**config.mk**
```make
export PLATFORM = sky130hd
export DESIGN_NAME = div_unit
export DESIGN_NICKNAME = d
export VERILOG_FILES = /design/src/rtl/div_pkg.sv /design/src/rtl/div_step.sv /design/src/rtl/div_unit.sv
export SDC_FILE = /design/constraint.sdc
export NUM_CORES = 1
export LEC_CHECK = 0
export CORE_UTILIZATION = 35
export DETAILED_ROUTE_END_ITERATION = 6
export GPL_ROUTABILITY_DRIVEN = 0
export PLACE_DENSITY = 0.66
export RECOVER_POWER = 100
export SETUP_SLACK_MARGIN = 0.02
export SLEW_MARGIN = 20
export SYNTH_ARGS = -nofsm -noshare
export SYNTH_HDL_FRONTEND = slang
export SYNTH_SLANG_ARGS = --single-unit
```
**constraint.sdc**
```tcl
create_clock -name clock -period 3.4 [get_ports clock]
set_clock_uncertainty 0.05 [all_clocks]
set_input_delay 0.68 -clock clock [delete_from_list [all_inputs] [get_ports clock]]
set_output_delay 0.68 -clock clock [all_outputs]
set_load 0.02 [all_outputs]
```
**src/rtl/div_pkg.sv**
```systemverilog
// Shared types and constants for the multi-cycle restoring divider.
package div_pkg;

    typedef enum logic [1:0] {
        IDLE = 2'd0,
        CALC = 2'd1,
        FIX  = 2'd2,
        DONE = 2'd3
    } div_state_t;

    localparam int DIV_WIDTH = 32;
    localparam int CNT_W     = $clog2(DIV_WIDTH) + 1;

endpackage : div_pkg

```
**src/rtl/div_step.sv**
```systemverilog
// One restoring-division iteration: shift {rem,quo} left, trial-subtract the
// divisor, keep the difference and set the quotient bit when it did not go negative.
module div_step
    import div_pkg::*;
#(
    parameter int WIDTH = DIV_WIDTH
) (
    input  logic [WIDTH-1:0] rem_i,
    input  logic [WIDTH-1:0] quo_i,
    input  logic [WIDTH-1:0] divisor_i,
    output logic [WIDTH-1:0] rem_o,
    output logic [WIDTH-1:0] quo_o
);

    logic [WIDTH:0] rem_sh;
    logic           trial_ok;

    // The shifted remainder needs WIDTH+1 bits because the divisor magnitude
    // may use the full WIDTH bits (e.g. 2^31 or unsigned operands).
    always_comb begin
        rem_sh   = {rem_i, quo_i[WIDTH-1]};
        trial_ok = (rem_sh >= {1'b0, divisor_i});
        if (trial_ok) begin
            rem_o = WIDTH'(rem_sh - {1'b0, divisor_i});
            quo_o = {quo_i[WIDTH-2:0], 1'b1};
        end else begin
            rem_o = rem_sh[WIDTH-1:0];
            quo_o = {quo_i[WIDTH-2:0], 1'b0};
        end
    end

endmodule : div_step

```
**src/rtl/div_unit.sv**
```systemverilog
// Multi-cycle signed divider (HI = remainder, LO = quotient), one quotient bit per clock.
// Optional DIV_UNSIGNED_EN adds an is_unsigned input selecting DIVU behaviour.
module div_unit
    import div_pkg::*;
#(
    parameter int WIDTH = DIV_WIDTH
) (
    input  logic             clock,
    input  logic             reset,
    input  logic             start,
    input  logic [WIDTH-1:0] dividend,
    input  logic [WIDTH-1:0] divisor,
`ifdef DIV_UNSIGNED_EN
    input  logic             is_unsigned,
`endif
    output logic             busy,
    output logic             done,
    output logic             div_zero,
    output logic [WIDTH-1:0] hi_out,
    output logic [WIDTH-1:0] lo_out
);

    localparam int CW = (CNT_W > $clog2(WIDTH) + 1) ? CNT_W : $clog2(WIDTH) + 1;

    div_state_t       state_q, state_d;
    logic [CW-1:0]    cnt_q, cnt_d;
    logic [WIDTH-1:0] rem_q, rem_d;
    logic [WIDTH-1:0] quo_q, quo_d;
    logic [WIDTH-1:0] dvs_q, dvs_d;
    logic             qneg_q, qneg_d;
    logic             rneg_q, rneg_d;
    logic [WIDTH-1:0] hi_q, hi_d;
    logic [WIDTH-1:0] lo_q, lo_d;
    logic             dz_q, dz_d;
    logic [WIDTH-1:0] step_rem, step_quo;
    logic             uns;

`ifdef DIV_UNSIGNED_EN
    assign uns = is_unsigned;
`else
    assign uns = 1'b0;
`endif

    div_step #(.WIDTH(WIDTH)) u_step (
        .rem_i     (rem_q),
        .quo_i     (quo_q),
        .divisor_i (dvs_q),
        .rem_o     (step_rem),
        .quo_o     (step_quo)
    );

    always_comb begin
        state_d = state_q;
        cnt_d   = cnt_q;
        rem_d   = rem_q;
        quo_d   = quo_q;
        dvs_d   = dvs_q;
        qneg_d  = qneg_q;
        rneg_d  = rneg_q;
        hi_d    = hi_q;
        lo_d    = lo_q;
        dz_d    = 1'b0;
        unique case (state_q)
            IDLE: begin
                if (start) begin
                    if (divisor == '0) begin
                        dz_d = 1'b1;
                    end else begin
                        state_d = CALC;
                        cnt_d   = CW'(WIDTH);
                        rem_d   = '0;
                        // Unary minus at WIDTH bits keeps |0x80000000| = 2^31 exact.
                        quo_d   = (!uns && dividend[WIDTH-1]) ? -dividend : dividend;
                        dvs_d   = (!uns && divisor[WIDTH-1])  ? -divisor  : divisor;
                        qneg_d  = !uns && (dividend[WIDTH-1] ^ divisor[WIDTH-1]);
                        rneg_d  = !uns && dividend[WIDTH-1];
                    end
                end
            end
            CALC: begin
                rem_d = step_rem;
                quo_d = step_quo;
                cnt_d = cnt_q - CW'(1);
                if (cnt_q == CW'(1)) state_d = FIX;
            end
            FIX: begin
                lo_d    = qneg_q ? -quo_q : quo_q;
                hi_d    = rneg_q ? -rem_q : rem_q;
                state_d = DONE;
            end
            DONE:    state_d = IDLE;
            default: state_d = IDLE;
        endcase
    end

    always_ff @(posedge clock) begin
        if (reset) begin
            state_q <= IDLE;
            cnt_q   <= '0;
            rem_q   <= '0;
            quo_q   <= '0;
            dvs_q   <= '0;
            qneg_q  <= 1'b0;
            rneg_q  <= 1'b0;
            hi_q    <= '0;
            lo_q    <= '0;
            dz_q    <= 1'b0;
        end else begin
            state_q <= state_d;
            cnt_q   <= cnt_d;
            rem_q   <= rem_d;
            quo_q   <= quo_d;
            dvs_q   <= dvs_d;
            qneg_q  <= qneg_d;
            rneg_q  <= rneg_d;
            hi_q    <= hi_d;
            lo_q    <= lo_d;
            dz_q    <= dz_d;
        end
    end

    assign busy     = (state_q != IDLE);
    assign done     = (state_q == DONE);
    assign div_zero = dz_q;
    assign hi_out   = hi_q;
    assign lo_out   = lo_q;

endmodule : div_unit
```
# After elaboration in Yosys (flattened, before gate mapping)
# Index checks and enable logic that the tools add are counted.
[word_totals]
regBits = 171
in_bits = 67
out_inout_bits = 67
word_cells = 56
[op_classes]
add_sub_neg = 6
order_cmp = 1
eq_ne = 7
n_mux = 20
n_bitwise = 4
reduce_logical = 8
[ops]
columns = ["op", "count"]
rows = [
  ["32-bit two-way mux", 9],
  ["32-bit negator", 4],
  ["32-bit case mux with 2 select lines", 2],
  ["33-bit by 32-bit >= comparator with 1-bit output", 1],
  ["32-bit zero test", 1],
  ["32-bit subtractor", 1],
  ["6-bit two-way mux", 2],
  ["6-bit case mux with 2 select lines", 1],
  ["3-bit AND reduction", 3],
  ["2-bit case mux with 4 select lines", 1],
  ["6-bit by 1-bit equality test with 1-bit output, second input constant", 1],
  ["2-bit two-way mux", 3],
  ["2-bit inequality test, second input constant", 3],
  ["6-bit by 1-bit subtractor with 6-bit output, second input constant", 1],
  ["2-bit equality test, second input constant", 2],
  ["2-bit nonzero test", 2],
  ["1-bit NOT", 3],
  ["3-bit OR reduction", 1],
  ["2-bit by 1-bit equality test with 1-bit output, second input constant", 1],
  ["2-bit zero test", 1],
  ["1-bit two-way mux", 2],
  ["1-bit XOR", 1],
]

# Longest topological paths before layout
# Gate-level depths: netlist of run 1.
[logic_depth]
depth_word = 5
mapped_depth = 14
mapped_depth_nobuf = 13

# Hierarchy
# From an unflattened synthesis of run 1, not the netlist that was laid out.
[unflattened]
hier_cells = 1485
hier_area_um2 = 11870.1
[by_module_without_submodules]
columns = ["mod", "n_inst", "cells_per_inst", "area_per_inst_um2", "seq_area_each_um2"]
rows = [
  ["div_unit", 1, 1118, 9141.3, 3423.3],
  ["div_step", 1, 367, 2728.9, 0.0],
]

# Worst setup path after synthesis of run 1
# OpenSTA, ideal clock, no wires.
[synth_path]
path_kind = "in2reg"
from = "input divisor[20]"
to = "register rem_q[20]"
setup_time_ns = 0.122
arrival_time_ns = 3.023
required_time_ns = 3.228
setup_slack_ns = 0.205
stages = 10
path_buffers = 1
cell_sequence = "or4_1 -> or4b_1 -> nor3_1 -> nand3_1 -> a21o_1 -> nand3b_1 -> buf_2 -> nor2_1 -> a32oi_1 -> nand3_1"
[synth_via]
elab_chain_len = 3
[synth_lines]
columns = ["item", "line", "source"]
rows = [
  ["from (decl)", "div_unit.sv:12", "input logic [WIDTH-1:0] divisor,"],
  ["32-bit zero test", "div_unit.sv:66", "if (divisor == '0) begin"],
  ["2-bit inequality test (no source line)", "--", ""],
  ["3-bit AND reduction (no source line)", "--", ""],
  ["to (signal assigned)", "div_unit.sv:111", "rem_q <= rem_d;"],
  ["to (decl)", "div_unit.sv:27", "logic [WIDTH-1:0] rem_q, rem_d;"],
]
# No other way between the ends.
# A chain may end at the register's enable or synchronous reset.

# Worst setup path in the final report of run 1
[layout_path]
from = "input dividend[8]"
to = "register quo_q[28]"
[layout_via]
elab_chain_len = 5
[layout_lines]
columns = ["item", "line", "source"]
rows = [
  ["from (decl)", "div_unit.sv:11", "input logic [WIDTH-1:0] dividend,"],
  ["32-bit negator", "div_unit.sv:73", "quo_d = (!uns && dividend[WIDTH-1]) ? -dividend : dividend;"],
  ["32-bit two-way mux", "div_unit.sv:73", ""],
  ["32-bit two-way mux", "div_unit.sv:66", ""],
  ["32-bit two-way mux", "div_unit.sv:65", "if (start) begin"],
  ["32-bit case mux with 2 select lines", "div_unit.sv:63", "unique case (state_q)"],
  ["to (signal assigned)", "div_unit.sv:112", "quo_q <= quo_d;"],
  ["to (decl)", "div_unit.sv:28", "logic [WIDTH-1:0] quo_q, quo_d;"],
]
# No other way between the ends. The select of a mux whose other input is x is not followed.

==> results.cfg, run 1 <==
[run_status]
status = finished, violations left
violations = max-capacitance violations, max-slew violations

[clock_network]
clk_pin_slew_ns = 0.07
cts_tree = yes
ctsResizeCount = 0
postCtsSetupRepairBufs = 0
root_buffer = clkbuf_16
cts_buffers = 17
cts.sinks = 171
clockBufferDepth = 2
clk_latency_ns = 0.43
h-tree-depth = 4
cts_hold_buffers = 0

[synth]
synth_edf_count = 0
yosysTopAreaCell = dfxtp_1
syn_area_mm2 = 0.0107
synth_cells = 1378
async_reset_ff_share_pct = 0
ys_ff_latch = 171
seq_area_frac_synth_pct = 31.9
syn_nets = 1489
synth_cell_types = 65
yosysWarnings = 0
yosys-top-cells-area = dfxtp_1, xor2_1, nand2_1
synth_top_cell_area_share_pct = 31.9
syn_avg_cell_area_um2 = 7.79
synthFlopType = dfxtp_1

[sta]
clock.fmax_mhz = 307
tightestPinTransition_ns = 1.84
slew_viol_final = 48
fin_crit_ns = 3.26
hold_viol = 0
worst_slack_ns = 0.143
period_share_pct = 95.8
rsz0062_at_grt = false
setup_violations = 0
slew_headroom_pct = -22.9

[final_layout]
fin_cells = 1951
nets = 1659
postLayoutCoreUtil_pct = 45.6
nFillCells = 2915
syn_to_final_growth_pct = 27.1
n_antenna_cell = 0
drive_gt1_share_pct = 9.10

[grt]
grt_max_degree = 90
grt_pass1_vias = 9457
grt_overflow = 0
antenna_found_initial = 0
grt_usage_pct = 18.7
grt_pass1_wl_um = 47400

[detailed_routing]
antenna_left = 0
wl_um = 29600
first_pass_iters = 4
drc = 0
viasPerCell = 5.25
drt_iter0_drc = 704
vias = 10200
wl_per_cell_um = 15.2

[power]
peakVddDrop_uv = 419
leakagePower_nw = 5.67
power.density_mw_per_mm2 = 678

[setup_path]
rr_startpoint = quo_q[6]$_SDFFE_PP0P_
crit_type = primary input to flop
critical_path_arrival_ns = 3.47
cp_max_fo = 4
worst_setup_path_start_kind = primary input
worst_setup_path_end_kind = flop
cp-startpoint = dividend[8]
required_ns = 3.61
worstRegToRegCells = 9

[placed_design]
numPortBuffers = 133
numPlacedInstances = 1919
post-place-ws_ns = -0.420
dp_hpwl_um = 22500

[floorplanning]
die_w_um = 177
die_h_um = 177
dieArea_mm2 = 0.0314
start_util_pct = 35.9
rows = 63
io_pins = 134
core_area_mm2 = 0.0299

[worst_hold_path]
min-delay-start = dvs_q[31]$_SDFFE_PP0P_
hold_depth = 2
hp-class = flop to flop

[run]
maxCapViolCount = 1
## sequential cells by signal, indices dropped and copies added, names as in the netlist
register / flops
dvs_q: 32
hi_out: 32
lo_out: 32
quo_q: 32
rem_q: 32
cnt_q: 6
state_q: 2
div_zero: 1
qneg_q: 1
rneg_q: 1
## synth_stat cells, types with 7 or more instances
library cell,instances
o21ai_0,83
or4_1,16
a211oi_1,76
nor2_1,155
nand3_1,22
mux2i_1,31
o21a_1,9
o31ai_1,26
nand2_1,168
o21ai_1,14
buf_2,7
o22ai_1,8
nand4_1,7
or3_1,21
a21oi_1,89
nor3_1,17
ha_1,43
inv_1,56
dfxtp_1,171
a21o_1,13
clkbuf_1,66
o211ai_1,12
nor4_1,12
xor2_1,109
a22oi_1,8
xnor2_1,36
o41ai_1,13
nand2b_1,13
## metal layers
layer | track usage, % | vias up | wire length [um] | share of wire, %
li1 | - | 5239 | - | -
met1 | 26.6 | 4718 | 14700 | 50
met5 | 0 | - | 0 | 0
met2 | 29.0 | 257 | 12900 | 44
met4 | 5.96 | 0 | 510 | 1.7
met3 | 2.43 | 31 | 1500 | 5.1
## final cells by class
| cell class | count | area (um^2) | share of cell area [%] |
|---|---|---|---|
| clock buffers | 19 | 443 | 3.25 |
| clock inverters | 13 | 154 | 1.13 |
| flip-flops and latches | 171 | 3420 | 25.1 |
| repair buffers | 228 | 2090 | 15.3 |
| inverters | 57 | 214 | 1.57 |
| well taps | 390 | 488 | 3.58 |
| multi-input cells | 1073 | 6820 | 50.0 |
## final timing paths
kind                            slack (ns)                      end
worst max register to register        0.16  lo_out[31]$_SDFFE_PP0P_
worst min-delay path                  0.41   dvs_q[31]$_SDFFE_PP0P_
worst min register to register        0.41   dvs_q[31]$_SDFFE_PP0P_
worst max-delay path                  0.14   quo_q[28]$_SDFFE_PP0P_
## power by group
part	internal [W]	switching (W)	leakage (nW)
clock network	0.00112	0.000879	0.285
registers	0.00248	0.000411	1.39
logic	0.00177	0.00259	3.99
## cells in the final DEF, fill, tap and decap left out, types with 6 or more instances in the layout
cell type | synthesis | routed
a211oi_1 | 76 | 75
a21o_1 | 13 | 13
a21oi_1 | 89 | 88
a22oi_1 | 8 | 8
and3_1 | 6 | 6
buf_4 | 0 | 80
clkbuf_16 | 0 | 17
clkdlybuf4s50_1 | 0 | 65
dfxtp_1 | 171 | 170
dlygate4sd3_1 | 0 | 67
ha_1 | 43 | 43
inv_1 | 56 | 57
mux2i_1 | 31 | 31
nand2_1 | 168 | 168
nand2b_1 | 13 | 13
nand3_1 | 22 | 22
nand4_1 | 7 | 7
nor2_1 | 155 | 154
nor3_1 | 17 | 16
nor4_1 | 12 | 12
o211ai_1 | 12 | 12
o21a_1 | 9 | 9
o21ai_0 | 83 | 93
o21bai_1 | 6 | 6
o22ai_1 | 8 | 7
o31ai_1 | 26 | 27
o41ai_1 | 13 | 13
or3_1 | 21 | 23
or4_1 | 16 | 17
xnor2_1 | 36 | 36
xor2_1 | 109 | 109
## metrics by stage
step           area, um^2  TNS [ns]  hold WS (ns)  total power [W]
5_1_grt             13600         0         0.449          0.00991
4_1_cts             13700         0         0.418          0.00945
3_3_place_gp        13100    -17.45         0.389          0.00735
2_1_floorplan       10700         0         0.382          0.00592
3_5_place_dp        13100    -21.50         0.411          0.00743
6_report            13600         0         0.415          0.00925
## cell families after synthesis
logic type	synth area share, %
AND/OR/NAND/NOR	19.6
AO/OA/AOI/OAI	23.8
flip-flops	31.9
XOR/XNOR	11.8
buffers and inverters	4.77
adder cells (fa/ha/maj)	5.20
multiplexers	2.89
## worst max-delay path, cell delays in order
cell	delay, ns
clkdlybuf4s50_1	0.41
or4_1	0.61
nor4_2	0.21
nand4_1	0.18
or4_1	0.56
o31ai_1	0.33
xor2_1	0.21
nand2_1	0.08
o211ai_1	0.09
a21oi_1	0.09
(Power assumes the default switching activity.)
==> inputs of run 2 (changes only) <==
GPL_ROUTABILITY_DRIVEN = 1   (was 0)
==> run 2 against run 1 <==
The flow still finishes with violations (max-capacitance violations, max-slew violations). Via count is 0.83% lower. Register-to-register slack hardly changed. Sequential share of layout area is 0.078 points lower. Critical path depth is 3 higher. First-iteration DRC count is 13% higher. Worst setup slack better by 0.028 ns. Worst hold slack better by 0.0063 ns. Clock-buffer cell count is 1 higher. Global-route usage hardly changed. Largest power group unchanged.
==> results.cfg, run 2 (synthesized netlist as in run 1, its figures left out) <==
[run_status]
status = finished, violations left
violations = max-capacitance violations, max-slew violations

[final_layout]
stdcell_area_mm2 = 0.0137
final_cell_mix = dfxtp_1, nand2_1, nor2_1, xor2_1
nFillCells = 2940
final_common_cell = dfxtp_1
multiInputGateArea_mm2 = 0.00684
syn_to_final_growth_pct = 27.5
drive_gt1_share_pct = 9.48
postLayoutCoreUtil_pct = 45.8
n_antenna_cell = 0
nets = 1661
regArea_mm2 = 0.00342

[setup_path]
critPathMaxStageDelay_ns = 0.39
crit_type = flop to flop
crit_buf_inv = 2
worst_setup_path_end_kind = flop
required_ns = 3.66
path_cells = inv_1, ha_1, inv_1, fa_2, a211oi_2, o21a_1, nor4_1, or3_1, a221o_1, a221o_1, a21oi_2, mux2i_1, nand2_1
cp_max_fo = 3
rr_startpoint = quo_q[31]$_SDFFE_PP0P_
critical_path.top_delay_family = compound AO/OA/AOI/OAI gates
worst_setup_path_start_kind = flop
r2r-end = rem_q[30]$_SDFFE_PP0P_
critical_path_arrival_ns = 3.49
crit_slowest_cell = a221o_1
r2r_slack_ns = 0.17
worstRegToRegCells = 13

[worst_hold_path]
hold_depth = 2
min-delay-start = dvs_q[31]$_SDFFE_PP0P_
holdPathEnd = dvs_q[31]$_SDFFE_PP0P_
hp-class = flop to flop

[clock_network]
cts_tree = yes
cts_hold_buffers = 0
root_buffer = clkbuf_16
clockBufferDepth = 2
cts_buffers = 17
cts.sinks = 171
h-tree-depth = 4
postCtsSetupRepairBufs = 0
clk_pin_slew_ns = 0.07
clk_latency_ns = 0.43

[grt]
antenna_found_initial = 0
grt_max_degree = 94
grt_usage_pct = 18.7
grt_overflow = 0
grt_pass1_wl_um = 47900
grt_pass1_vias = 9420

[placed_design]
numPortBuffers = 133
globalplace.congestion = 0.923
post-place-ws_ns = -0.420
dp_hpwl_um = 22700
dpl_cell_area_mm2 = 0.0131

[power]
peakVddDrop_uv = 398
power.density_mw_per_mm2 = 683
p_sw_share_pct = 41.3
cellInternalPower_w = 0.00549
clkPwrFrac_pct = 21.8
power.share.combinational_pct = 47.4
seqPwrFrac_pct = 30.8
leakagePower_nw = 5.69
p_sw_w = 0.00386

[floorplanning]
die_h_um = 177
rows = 63
dieArea_mm2 = 0.0314
core_area_mm2 = 0.0299
die_w_um = 177
io_pins = 134
start_util_pct = 35.9

[sta]
slew_viol_final = 42
setup_tns_ns = 0
hold_viol = 0
period_share_pct = 95.0
slew_headroom_pct = -21.4
fin_hold_ws_ns = 0.421
rsz0062_at_grt = false
tightestPinTransition_ns = 1.82
setup_violations = 0
worst_slack_ns = 0.170
clock.fmax_mhz = 310
fin_crit_ns = 3.23

[detailed_routing]
vias = 10200
first_pass_iters = 5
wl_per_cell_um = 15.0
drt_iter0_drc = 794
viasPerCell = 5.20
antenna_left = 0
drc = 0
wl_um = 29300

[run]
maxCapViolCount = 1
-- run 2: power by group through the flow --
stage	Clock, W	Sequential, W	Combinational [W]
after global routing	0.00216	0.00295	0.00492
after CTS	0.00208	0.00289	0.00454
final	0.00204	0.00288	0.00443
after floorplan	0	0.00304	0.00288
after detailed placement	0	0.00293	0.00452
after global placement	0	0.00291	0.00447
-- run 2: metal layers --
layer / track usage [%] / routed length [um] / up-vias
met5: 0 / 0 / -
met4: 5.85 / 444 / 0
met3: 2.77 / 1560 / 26
met2: 28.5 / 12500 / 249
met1: 26.9 / 14700 / 4653
li1: - / - / 5232
-- run 2: worst max-delay path by stage --
stage                                  from                endpoint  slack (ns)  cells past startpoint
floorplan                       divisor[20]  rem_q[20]$_SDFFE_PP0P_        0.20                     10
global placement                divisor[20]  rem_q[27]$_SDFFE_PP0P_       -0.39                     10
detailed placement              divisor[20]  rem_q[27]$_SDFFE_PP0P_       -0.42                     10
CTS                             divisor[20]  rem_q[27]$_SDFFE_PP0P_        0.03                     10
global route        state_q[0]$_SDFFE_PP0P_  lo_out[5]$_SDFFE_PP0P_        0.01                      5
finish               quo_q[31]$_SDFFE_PP0P_  rem_q[30]$_SDFFE_PP0P_        0.17                     13
-- run 2: worst min-delay path: stages (launching register included) --
cell and delay [ns]:
dfxtp_1 0.31, nand2_1 0.05, a21oi_1 0.06
-- run 2: timing repair --
action,CTS,global route
endpoints found under the hold margin,0,0
resized for setup,0,9
endpoints found under the setup margin,0,52
-- run 2: cell type report --
class | count | area share [%]
Inverter | 57 | 1.56
Sequential cell | 171 | 25.0
Multi-Input combinational cell | 1073 | 50.0
Timing Repair Buffer | 230 | 15.4
Clock buffer | 20 | 3.27
Clock inverter | 11 | 1.17
Tap cell | 390 | 3.57
-- run 2: stage by stage --
step                      instances  total power (W)
after global placement         1921          0.00738
after floorplan                1378          0.00592
after global routing           1952           0.0100
after detailed placement       1921          0.00745
final                          1952          0.00934
after CTS                      1952          0.00951
==> inputs of run 3 (changes only) <==
GPL_TIMING_DRIVEN = 0   (was default)
==> run 3 against run 2 <==
Sequential cell count unchanged. Via count is 1.4% higher. Largest cell class unchanged. Clock-buffer cell count down 1. Sequential power is essentially flat. First-iteration DRC count shrank 16%. Clock power shrank 5%. Critical endpoint is now rem_q[27]$_SDFFE_PP0P_. Critical path type is now primary input to flop. Largest power group unchanged. The run now ends clean.
==> results.cfg, run 3 (synthesized netlist as in run 1, its figures left out) <==
[run_status]
status = finished, final reports clean

[floorplanning]
dieArea_mm2 = 0.0314
start_util_pct = 35.9
rows = 63
io_pins = 134
core_area_mm2 = 0.0299
die_w_um = 177
die_h_um = 177

[grt]
grt_pass1_vias = 9726
antenna_found_initial = 0
met2_usage_pct = 32.4
grt_use_met3_pct = 3.07
grt_busiest_layer = met2
grt_usage_pct = 20.6
grt_overflow = 0
grt_max_degree = 17
grt_pass1_wl_um = 51300
use_met1_pct = 28.7

[detailed_routing]
drc = 0
wl_per_cell_um = 16.6
drt_iter0_drc = 664
antenna_left = 0
first_pass_iters = 5
vias = 10300
wl_um = 32200
viasPerCell = 5.31

[worst_hold_path]
hold_depth = 2
min-delay-start = dvs_q[31]$_SDFFE_PP0P_
hp-class = flop to flop
holdPathEnd = dvs_q[31]$_SDFFE_PP0P_

[clock_network]
cts_tree = yes
cts.sinks = 171
h-tree-depth = 4
clk_latency_ns = 0.44
clk_pin_slew_ns = 0.07
cts_hold_buffers = 0
root_buffer = clkbuf_16
cts_buffers = 17
clockBufferDepth = 2

[setup_path]
r2r_slack_ns = 0.13
worst_setup_path_start_kind = primary input
worstRegToRegCells = 13
critical_path_arrival_ns = 3.57
crit_type = primary input to flop
r2r-end = rem_q[30]$_SDFFE_PP0P_
required_ns = 3.67
worst_setup_path_end_kind = flop
rr_startpoint = quo_q[31]$_SDFFE_PP0P_
cp_max_fo = 10

[final_layout]
n_antenna_cell = 0
nets = 1648
final_cell_mix = nand2_1, dfxtp_1, nor2_1, xor2_1, o21ai_0
nFillCells = 3015
drive_gt1_share_pct = 5.81
postLayoutCoreUtil_pct = 44.7
syn_to_final_growth_pct = 24.4
final_common_cell = nand2_1

[power]
peakVddDrop_uv = 389
power.density_mw_per_mm2 = 694
finalPower_w = 0.00926
leakagePower_nw = 5.45

[sta]
clock.fmax_mhz = 303
fin_crit_ns = 3.30
hold_viol = 0
setup_violations = 0
tightestPinTransition_ns = 0.844
slew_viol_final = 0
slew_headroom_pct = 43.2
period_share_pct = 97.0
rsz0062_at_grt = false

[placed_design]
globalplace.congestion = 0.907
dp_hpwl_um = 25700
numPortBuffers = 133

[run]
maxCapViolCount = 0
-- run 3: changes by cell type in the layout (fill, tap and decap cells not counted), moves of 5 or more --
cell | previous run | this run
buf_12 | 5 | 0
clkbuf_2 | 1 | 9
clkdlybuf4s50_1 | 65 | 56
clkbuf_1 | 5 | 61
buf_4 | 84 | 7
-- run 3: stage by stage --
step                hold slack [ns]  setup TNS (ns)  instances  worst slack (ns)  area [um^2]
global placement              0.391          -78.16       1901             -1.06        12600
finish                        0.407               0       1940             0.103        13300
detailed placement            0.400          -83.52       1901             -1.12        12600
CTS                           0.407               0       1938            0.0250        13300
floorplan                     0.382               0       1378             0.205        10700
global route                  0.441               0       1940            0.0167        13300
-- run 3: timing repair --
| item | CTS | global route |
|---|---|---|
| setup buffers | 5 | 3 |
| gates resized for setup | 30 | 34 |
| endpoints found under the setup margin | 104 | 75 |
| pin swaps | 7 | 13 |
| endpoints found under the hold margin | 0 | 0 |
-- run 3: worst max-delay path by stage --
stage                                 startpoint                     end  depth (start not counted)
after detailed placement             divisor[18]  rem_q[23]$_SDFFE_PP0P_                         11
after CTS                 quo_q[31]$_SDFFE_PP0P_  rem_q[30]$_SDFFE_PP0P_                         13
after floorplan                      divisor[20]  rem_q[20]$_SDFFE_PP0P_                         10
final                                divisor[18]  rem_q[27]$_SDFFE_PP0P_                         10
after global placement               divisor[18]  rem_q[23]$_SDFFE_PP0P_                         11
after global routing                 divisor[18]  rem_q[27]$_SDFFE_PP0P_                         10
-- run 3: routing by layer --
metal	vias to the layer above	wire (um)
met2	243	14400
li1	5240	-
met5	-	0
met3	33	1740
met4	0	442
met1	4784	15600
-- run 3: critical path: stages --
cell and delay (ns):
dlygate4sd2_1 0.28, or4_4 0.54, or4b_4 0.58, nor3_4 0.28, nand3_2 0.14, a21o_1 0.24, nand3b_1 0.23, nor2b_2 0.09
buf_2 0.19, a221o_1 0.30
-- run 3: final cells by class --
class | instances | area (um^2) | area share (%)
Multi-Input combinational cell | 1073 | 6920 | 51.9
Sequential cell | 171 | 3430 | 25.7
Timing Repair Buffer | 141 | 1390 | 10.4
Tap cell | 390 | 488 | 3.66
Clock buffer | 19 | 443 | 3.32
Buffer | 76 | 320 | 2.40
Inverter | 57 | 214 | 1.60
Clock inverter | 13 | 140 | 1.05
-- run 3: where the power goes --
| part | total (W) | internal (W) | switching (W) |
|---|---|---|---|
| Combinational | 0.00444 | 0.00169 | 0.00275 |
| Sequential | 0.00288 | 0.00248 | 0.000406 |
| Clock | 0.00193 | 0.00105 | 0.000882 |
